## src/rtl/wb_queue.sv

```systemverilog
// wb_queue: write-back buffer in front of the 16 x 16-bit register file write port.
// Results are accepted on a valid/ready handshake and buffered in a DEPTH-entry FIFO.
// One entry per cycle is drained into the register file (rf_we/rf_rd/rf_data).
// Optional feature macro: WB_BYPASS_EN adds a combinational lookup of queued results
// so that operand fetch can see values that have not reached the register file yet.
module wb_queue #(
  parameter int DEPTH = 4,
  parameter int AW    = 2
) (
  input  logic          clk,
  input  logic          rst_n,
  input  logic          in_valid,
  output logic          in_ready,
  input  logic [3:0]    in_rd,
  input  logic [15:0]   in_data,
  input  logic          rf_stall,
  output logic          rf_we,
  output logic [3:0]    rf_rd,
  output logic [15:0]   rf_data,
  output logic [AW:0]   count
`ifdef WB_BYPASS_EN
  ,
  input  logic [3:0]    byp_rs,
  input  logic [3:0]    byp_rt,
  output logic          byp_hit_a,
  output logic          byp_hit_b,
  output logic [15:0]   byp_a,
  output logic [15:0]   byp_b
`endif
);

  // Entry storage; contents are never reset, occupancy is tracked by r_count
  logic [3:0]  r_rd_mem   [DEPTH];
  logic [15:0] r_data_mem [DEPTH];

  logic [AW-1:0] r_wr_ptr;
  logic [AW-1:0] r_rd_ptr;
  logic [AW:0]   r_count;

  logic w_accept;
  logic w_drain;

  // Full when every entry is occupied; no pass-through while full
  assign in_ready = (r_count != (AW+1)'(DEPTH));
  assign rf_we    = (r_count != '0) && !rf_stall;
  assign rf_rd    = r_rd_mem[r_rd_ptr];
  assign rf_data  = r_data_mem[r_rd_ptr];
  assign count    = r_count;

  assign w_accept = in_valid && in_ready;
  assign w_drain  = rf_we;

  // Write the accepted result into the tail slot
  always_ff @(posedge clk) begin
    if (w_accept) begin
      r_rd_mem[r_wr_ptr]   <= in_rd;
      r_data_mem[r_wr_ptr] <= in_data;
    end
  end

  // Pointer and occupancy bookkeeping; pointers wrap naturally since DEPTH is a power of two
  always_ff @(posedge clk or negedge rst_n) begin
    if (!rst_n) begin
      r_wr_ptr <= '0;
      r_rd_ptr <= '0;
      r_count  <= '0;
    end else begin
      if (w_accept) begin
        r_wr_ptr <= r_wr_ptr + AW'(1);
      end
      if (w_drain) begin
        r_rd_ptr <= r_rd_ptr + AW'(1);
      end
      case ({w_accept, w_drain})
        2'b10:   r_count <= r_count + (AW+1)'(1);
        2'b01:   r_count <= r_count - (AW+1)'(1);
        default: r_count <= r_count;
      endcase
    end
  end

`ifdef WB_BYPASS_EN
  // Walk occupied entries oldest to newest so the newest match overrides older ones;
  // the entry being accepted this cycle is not yet counted, so it stays invisible
  always_comb begin
    logic [AW-1:0] v_idx;
    v_idx     = '0;
    byp_hit_a = 1'b0;
    byp_hit_b = 1'b0;
    byp_a     = 16'h0000;
    byp_b     = 16'h0000;
    for (int k = 0; k < DEPTH; k++) begin
      v_idx = r_rd_ptr + AW'(k);
      if ((AW+1)'(k) < r_count) begin
        if (r_rd_mem[v_idx] == byp_rs) begin
          byp_hit_a = 1'b1;
          byp_a     = r_data_mem[v_idx];
        end
        if (r_rd_mem[v_idx] == byp_rt) begin
          byp_hit_b = 1'b1;
          byp_b     = r_data_mem[v_idx];
        end
      end
    end
  end
`endif

endmodule

```

## config.mk

```make
export PLATFORM = sky130hd
export DESIGN_NAME = wb_queue
export DESIGN_NICKNAME = d
export VERILOG_FILES = /design/src/rtl/wb_queue.sv
export SDC_FILE = /design/constraint.sdc
export NUM_CORES = 1
export LEC_CHECK = 0
export ABC_AREA = 1
export BUFFER_PORTS_ARGS = -buffer_cell sky130_fd_sc_hd__buf_2
export CAP_MARGIN = 20
export CELL_PAD_IN_SITES_DETAIL_PLACEMENT = 0
export CELL_PAD_IN_SITES_GLOBAL_PLACEMENT = 1
export CORE_MARGIN = 4
export CORE_UTILIZATION = 42
export DETAILED_ROUTE_END_ITERATION = 8
export PLACE_DENSITY_LB_ADDON = 0.3
export SLEW_MARGIN = 15
export SYNTH_ARGS = -nofsm -noshare
export SYNTH_HDL_FRONTEND = slang
export SYNTH_SLANG_ARGS = --single-unit
```

## constraint.sdc

```tcl
create_clock -name clk -period 1.9 [get_ports clk]
set_input_delay 0.095 -clock clk [delete_from_list [all_inputs] [get_ports clk]]
set_output_delay 0.095 -clock clk [all_outputs]
set_load 0.02 [all_outputs]
```

# After elaboration in Yosys (flattened, before gate mapping)
# Memory sizes are Yosys's and may differ from the RTL's.
# Index checks and enable logic that the tools add are counted.
# word_totals
register_bits	7
ram_bits	80
input_bits	24
output_inout_bits	25
elab_cells	20
n_memories	2
# memory_table
name	words	width	rd	rd_ports_with_merged_regs	write_ports	line	rtl
r_data_mem	4	16	1	0	1	34	logic [15:0] r_data_mem [DEPTH];
r_rd_mem	4	4	1	0	1	33	logic [3:0] r_rd_mem [DEPTH];
# classes
add_sub_neg	4
n_eq_ne	3
mux	3
reduce_logical	5
# op_table
cell	count
$pmux W3 S2	1
$add A2 B1 Y2 const B	2
$add A3 B1 Y3 const B	1
$ne A3 B3 Y1 const B	1
$reduce_bool A3 Y1	1
$sub A3 B1 Y3 const B	1
$eq A2 B1 Y1 const B	1
$eq A2 B2 Y1 const B	1
$logic_and A1 B1 Y1	2
$mux W1	2
$reduce_bool A2 Y1	1
$logic_not A1 Y1	1

# Depth between registers and ports, before layout
# logic_depth
ltp_word	4
depth_mapped	12
ltp_nobuf	12

# Worst setup path after synthesis
# OpenSTA, ideal clock, no wires.
# synth_path
path_kind	register to register
start	reg r_count[0] (netlist: count[0])
end	mem r_data_mem[0][0], enable pin
setup_ns	0.397
t_arrival_ns	1.765
required_time_ns	1.503
slack_ns	-0.262
path_stages_with_launch	5
n_path_buf	0
synth_period_minus_slack_ns	2.162
path_cell_list	dfrtp_1 -> inv_1 -> nand3_2 -> nand2_2 -> nor2_1
# synth_between
elab_chain_len	4
# synth_lines
item	line	rtl
start: declaration	38	logic [AW:0] r_count;
start signal: assignment	75	2'b10: r_count <= r_count + (AW+1)'(1);
start signal: assignment	76	2'b01: r_count <= r_count - (AW+1)'(1);
start signal: assignment	77	default: r_count <= r_count;
$ne A3 B3 Y1	44	assign in_ready = (r_count != (AW+1)'(DEPTH));
net in_ready	13	output logic in_ready,
$logic_and A1 B1 Y1	50	assign w_accept = in_valid && in_ready;
$mux W1	55	if (w_accept) begin
$mux W1 (implied by the code)	57	r_data_mem[r_wr_ptr] <= in_data;
end: declaration	34	
# The timed path passes the listed nets, and every way through them passes these cells.

# Worst setup path in the final report
# layout_path
start	reg r_count[2] (netlist: count[2])
end	reg r_count[2] (netlist: count[2])
# layout_between
elab_chain_len	4
elab_cells_between_ends	10
classes_between	2 x add/sub; 3 x eq/ne; 1 x mux; 4 x reduce/logical
# layout_lines
item	line	rtl
$ne A3 B3 Y1 / $reduce_bool A3 Y1 (equally long branches)	44, 45	
$logic_and A1 B1 Y1 (on tied branches)	50, 45	
$eq A2 B1 Y1 / $eq A2 B2 Y1 (equally long branches)	74	case ({w_accept, w_drain})
$pmux W3 S2 / $reduce_bool A2 Y1 (equally long branches)	n/a	
# Parallel ways exist; a longest one is shown, timed or not.
# A chain may end at the register's enable or synchronous reset.

==> impl_metrics.tcl <==
set metrics [dict create \
    slew_viol_final 0 \
    setup_violations 0 \
    area_delta_synth_final_pct 21.25 \
    finalClockSkew_ns 0.009720 \
    min_period_ns 1.735 \
    netlist.top_cell.by_area "edfxtp_1" \
    post_drt_wl_per_cell_um 13.17 \
    clock_sinks 87 \
    core_area_um2 8382 \
    cts_tree "built" \
    die-area_um2 10310 \
    initialDrtViolationCount 74 \
    post-route-period-util_pct 91.32 \
    p_sw_mw 2.517 \
    cap_violations 0 \
    startpoint_type "flop" \
    p_int_mw 4.059 \
    ant_nets 0 \
    fin_nets 397 \
    synth_area_um2 3675 \
    hp-start "in_valid" \
    startpoint "count[2]" \
    synth_edf_count 80 \
    grt_max_degree 81 \
    yosys-top-cells-count "edfxtp_1, nand2_1, inv_1" \
    place_hpwl_um 3816 \
    met2_usage_pct 23.04 \
    min_to "r_wr_ptr[1]" \
    use_met3_pct 3.719 \
    postPlaceCellArea_um2 4059 \
    seqPwrFrac_pct 40.7 \
    viasPerCell 4.709 \
    drt_drc_violations_left 0 \
    syn_inst 292 \
    drt-pass1-iter-count 4 \
    portBuffers 48 \
    power_frac_comb_pct 41.2 \
    clk_latency_ns 0.35 \
    cts_buffer_depth 2 \
    fp-row-count 33 \
    tightest_slew_ns 0.4470 \
    use_met1_pct 15.64 \
    place.gp.congestion 0.6964 \
    yosys.cell_count.top_type "edfxtp_1" \
    clk_pin_slew_ns 0.08 \
    root_buffer "clkbuf_8" \
    yosysTopAreaCellShare_pct 65.37 \
    drive_above_1_share_pct 22.58 \
    ys_seq_area_share_pct 70.14 \
    grt-busiest-layer "met2" \
    relSlewSlack_pct 70.16 \
    num_antenna_cells 0 \
    crit_top_cell "inv_1" \
    cts_setup_buffers 0 \
    critical_path.cell_chain "inv_1, nand3_2, nand2_1, inv_1, ha_1, inv_1, fa_1, inv_1, nand2_1, nand4_1, nand2_1" \
    critical_path_buf_inv_count 4 \
    holdPathStages 3 \
    antenna_found_initial 0 \
    crit_cells 11 \
    cp-end-kind "flop" \
    grt_pass1_vias 2189 \
    dp_cells 440 \
    path_class "flop to flop" \
    ys_warn_count 0 \
    ff2ff_path_depth 11 \
    timing.fmax_mhz 576.3 \
    post_synth_num_cell_types 20 \
    synth_fp_nets 322 \
    cp.arrival_ns 1.97 \
    cts_made_buffers 9 \
    hold_class "primary input to flop" \
    htreeDepth 3 \
    avgSynthCellArea_um2 12.58 \
    critPathMaxStageDelay_ns 0.40 \
    gr-total-overflow 0 \
    powerDensity_nw_per_um2 1476 \
    p_leak_nw 1.862 \
    regToRegEndpoint "count[2]" \
    rrSetupSlack_ns 0.16 \
    drt_wl_total_um 6280 \
    layoutNonFillerInstCount 477 \
    grt.total_usage_pct 13.38 \
    reg2reg_from "count[2]" \
    io_pins 49 \
    synth-seq-cells 87 \
    final_util_pct 53.16 \
    postLayoutSetupSlackWorst_ns 0.1648 \
    yosys-top-cells-area "edfxtp_1, nand2_1, o211ai_1" \
    setup_tns_ns 0 \
    switching_share_pct 38.28 \
    grt_pass1_wl_um 10410 \
    crit_slowest_cell "dfrtp_1" \
    die_w_um 101.5 \
    ir_worst_vdd_mv 0.7747 \
    synth_flop_cell "edfxtp_1" \
    status "completed" \
    cp_max_fo 4 \
    rsz0062_at_grt "no" \
    start_util_pct 43.84 \
    critPathTopFamily "adder cells" \
    async_flop_share_pct 8.046 \
    final_cell_area_um2 4456 \
    vias 2246 \
    worst_ep_required_time_ns 2.14 \
    dieHeight_um 101.5 \
    place_ws_ns 0.08111 \
    hold_violations 0 \
    pwr-share-clk_pct 18.1 \
]
[placed cells by master (no fill, tap or decap), types with 2 or more instances in the layout]
cell type and instances:
nand3_1 5, o211ai_1 36, edfxtp_1 80, buf_2 48
dfrtp_1 5, nor2_2 4, clkbuf_1 3, dfrtp_2 2
ha_1 5, inv_2 3, nand3_2 2, nand2_1 75
buf_4 2, dlygate4sd3_1 21, inv_1 52, clkbuf_8 9
o211ai_2 4, buf_12 5
[metal layers]
metal	routed length, µm	share of wire [%]
met5	0	0
met4	124	2.0
met3	274	4.4
met2	3105	49
met1	2776	44
[per-stage QoR]
stage / hold slack, ns / total power, mW
floorplan: -0.2006 / 4.679
global placement: -0.05580 / 5.399
detailed placement: -0.04976 / 5.446
CTS: 0.008038 / 6.673
global route: 0.03783 / 7.070
finish: 0.03099 / 6.576
[flip-flops by register name, summed over array words and instances (netlist names)]
signal,count
r_rd_mem,16
r_rd_ptr,2
count,3
r_wr_ptr,2
r_data_mem,64
[power by group through the flow]
stage	sequential, mW	combinational [mW]	clock (mW)
finish	2.67	2.71	1.19
global route	2.71	3.04	1.32
CTS	2.67	2.77	1.23
detailed placement	2.71	2.73	0
global placement	2.70	2.70	0
floorplan	2.75	1.93	0
[cell type report]
class                      count  area [µm²]
multi-input combinational    137       784.5
inverter                      56       212.7
tap                          105       131.4
timing repair buffer          76       565.5
sequential                    87        2580
clock inverter                 4       46.29
fill                         723        3926
clock buffer                  12       135.1
[kinds of logic (layout without fill, tap and decap cells)]
family	after synthesis	in the layout	synth area share [%]
AO/OA/AOI/OAI	41	41	8.853
adder cells (fa/ha/maj)	6	6	2.247
buffers and inverters	68	148	8.921
XOR/XNOR	1	1	0.2384
AND/OR/NAND/NOR	89	89	9.602
flip-flops	87	87	70.14
[how the worst max path moves through the flow]
stage / endpoint / slack, ns
floorplan: r_data_mem[0][0] / -0.18
global placement: count[1] / 0.15
detailed placement: count[1] / 0.08
CTS: count[1] / 0.07
global route: count[2] / 0.005
finish: count[2] / 0.16
[worst min-delay path, cell delays in order]
cell     delay, ns
buf_2         0.11
nand3_1       0.08
nand2_1       0.06
[repair_timing]
item,in CTS,in global routing
resized for setup,0,3
hold buffers,21,0
setup endpoints to repair,0,2
endpoints found under the hold margin,87,0
(Power assumes the default switching activity.)
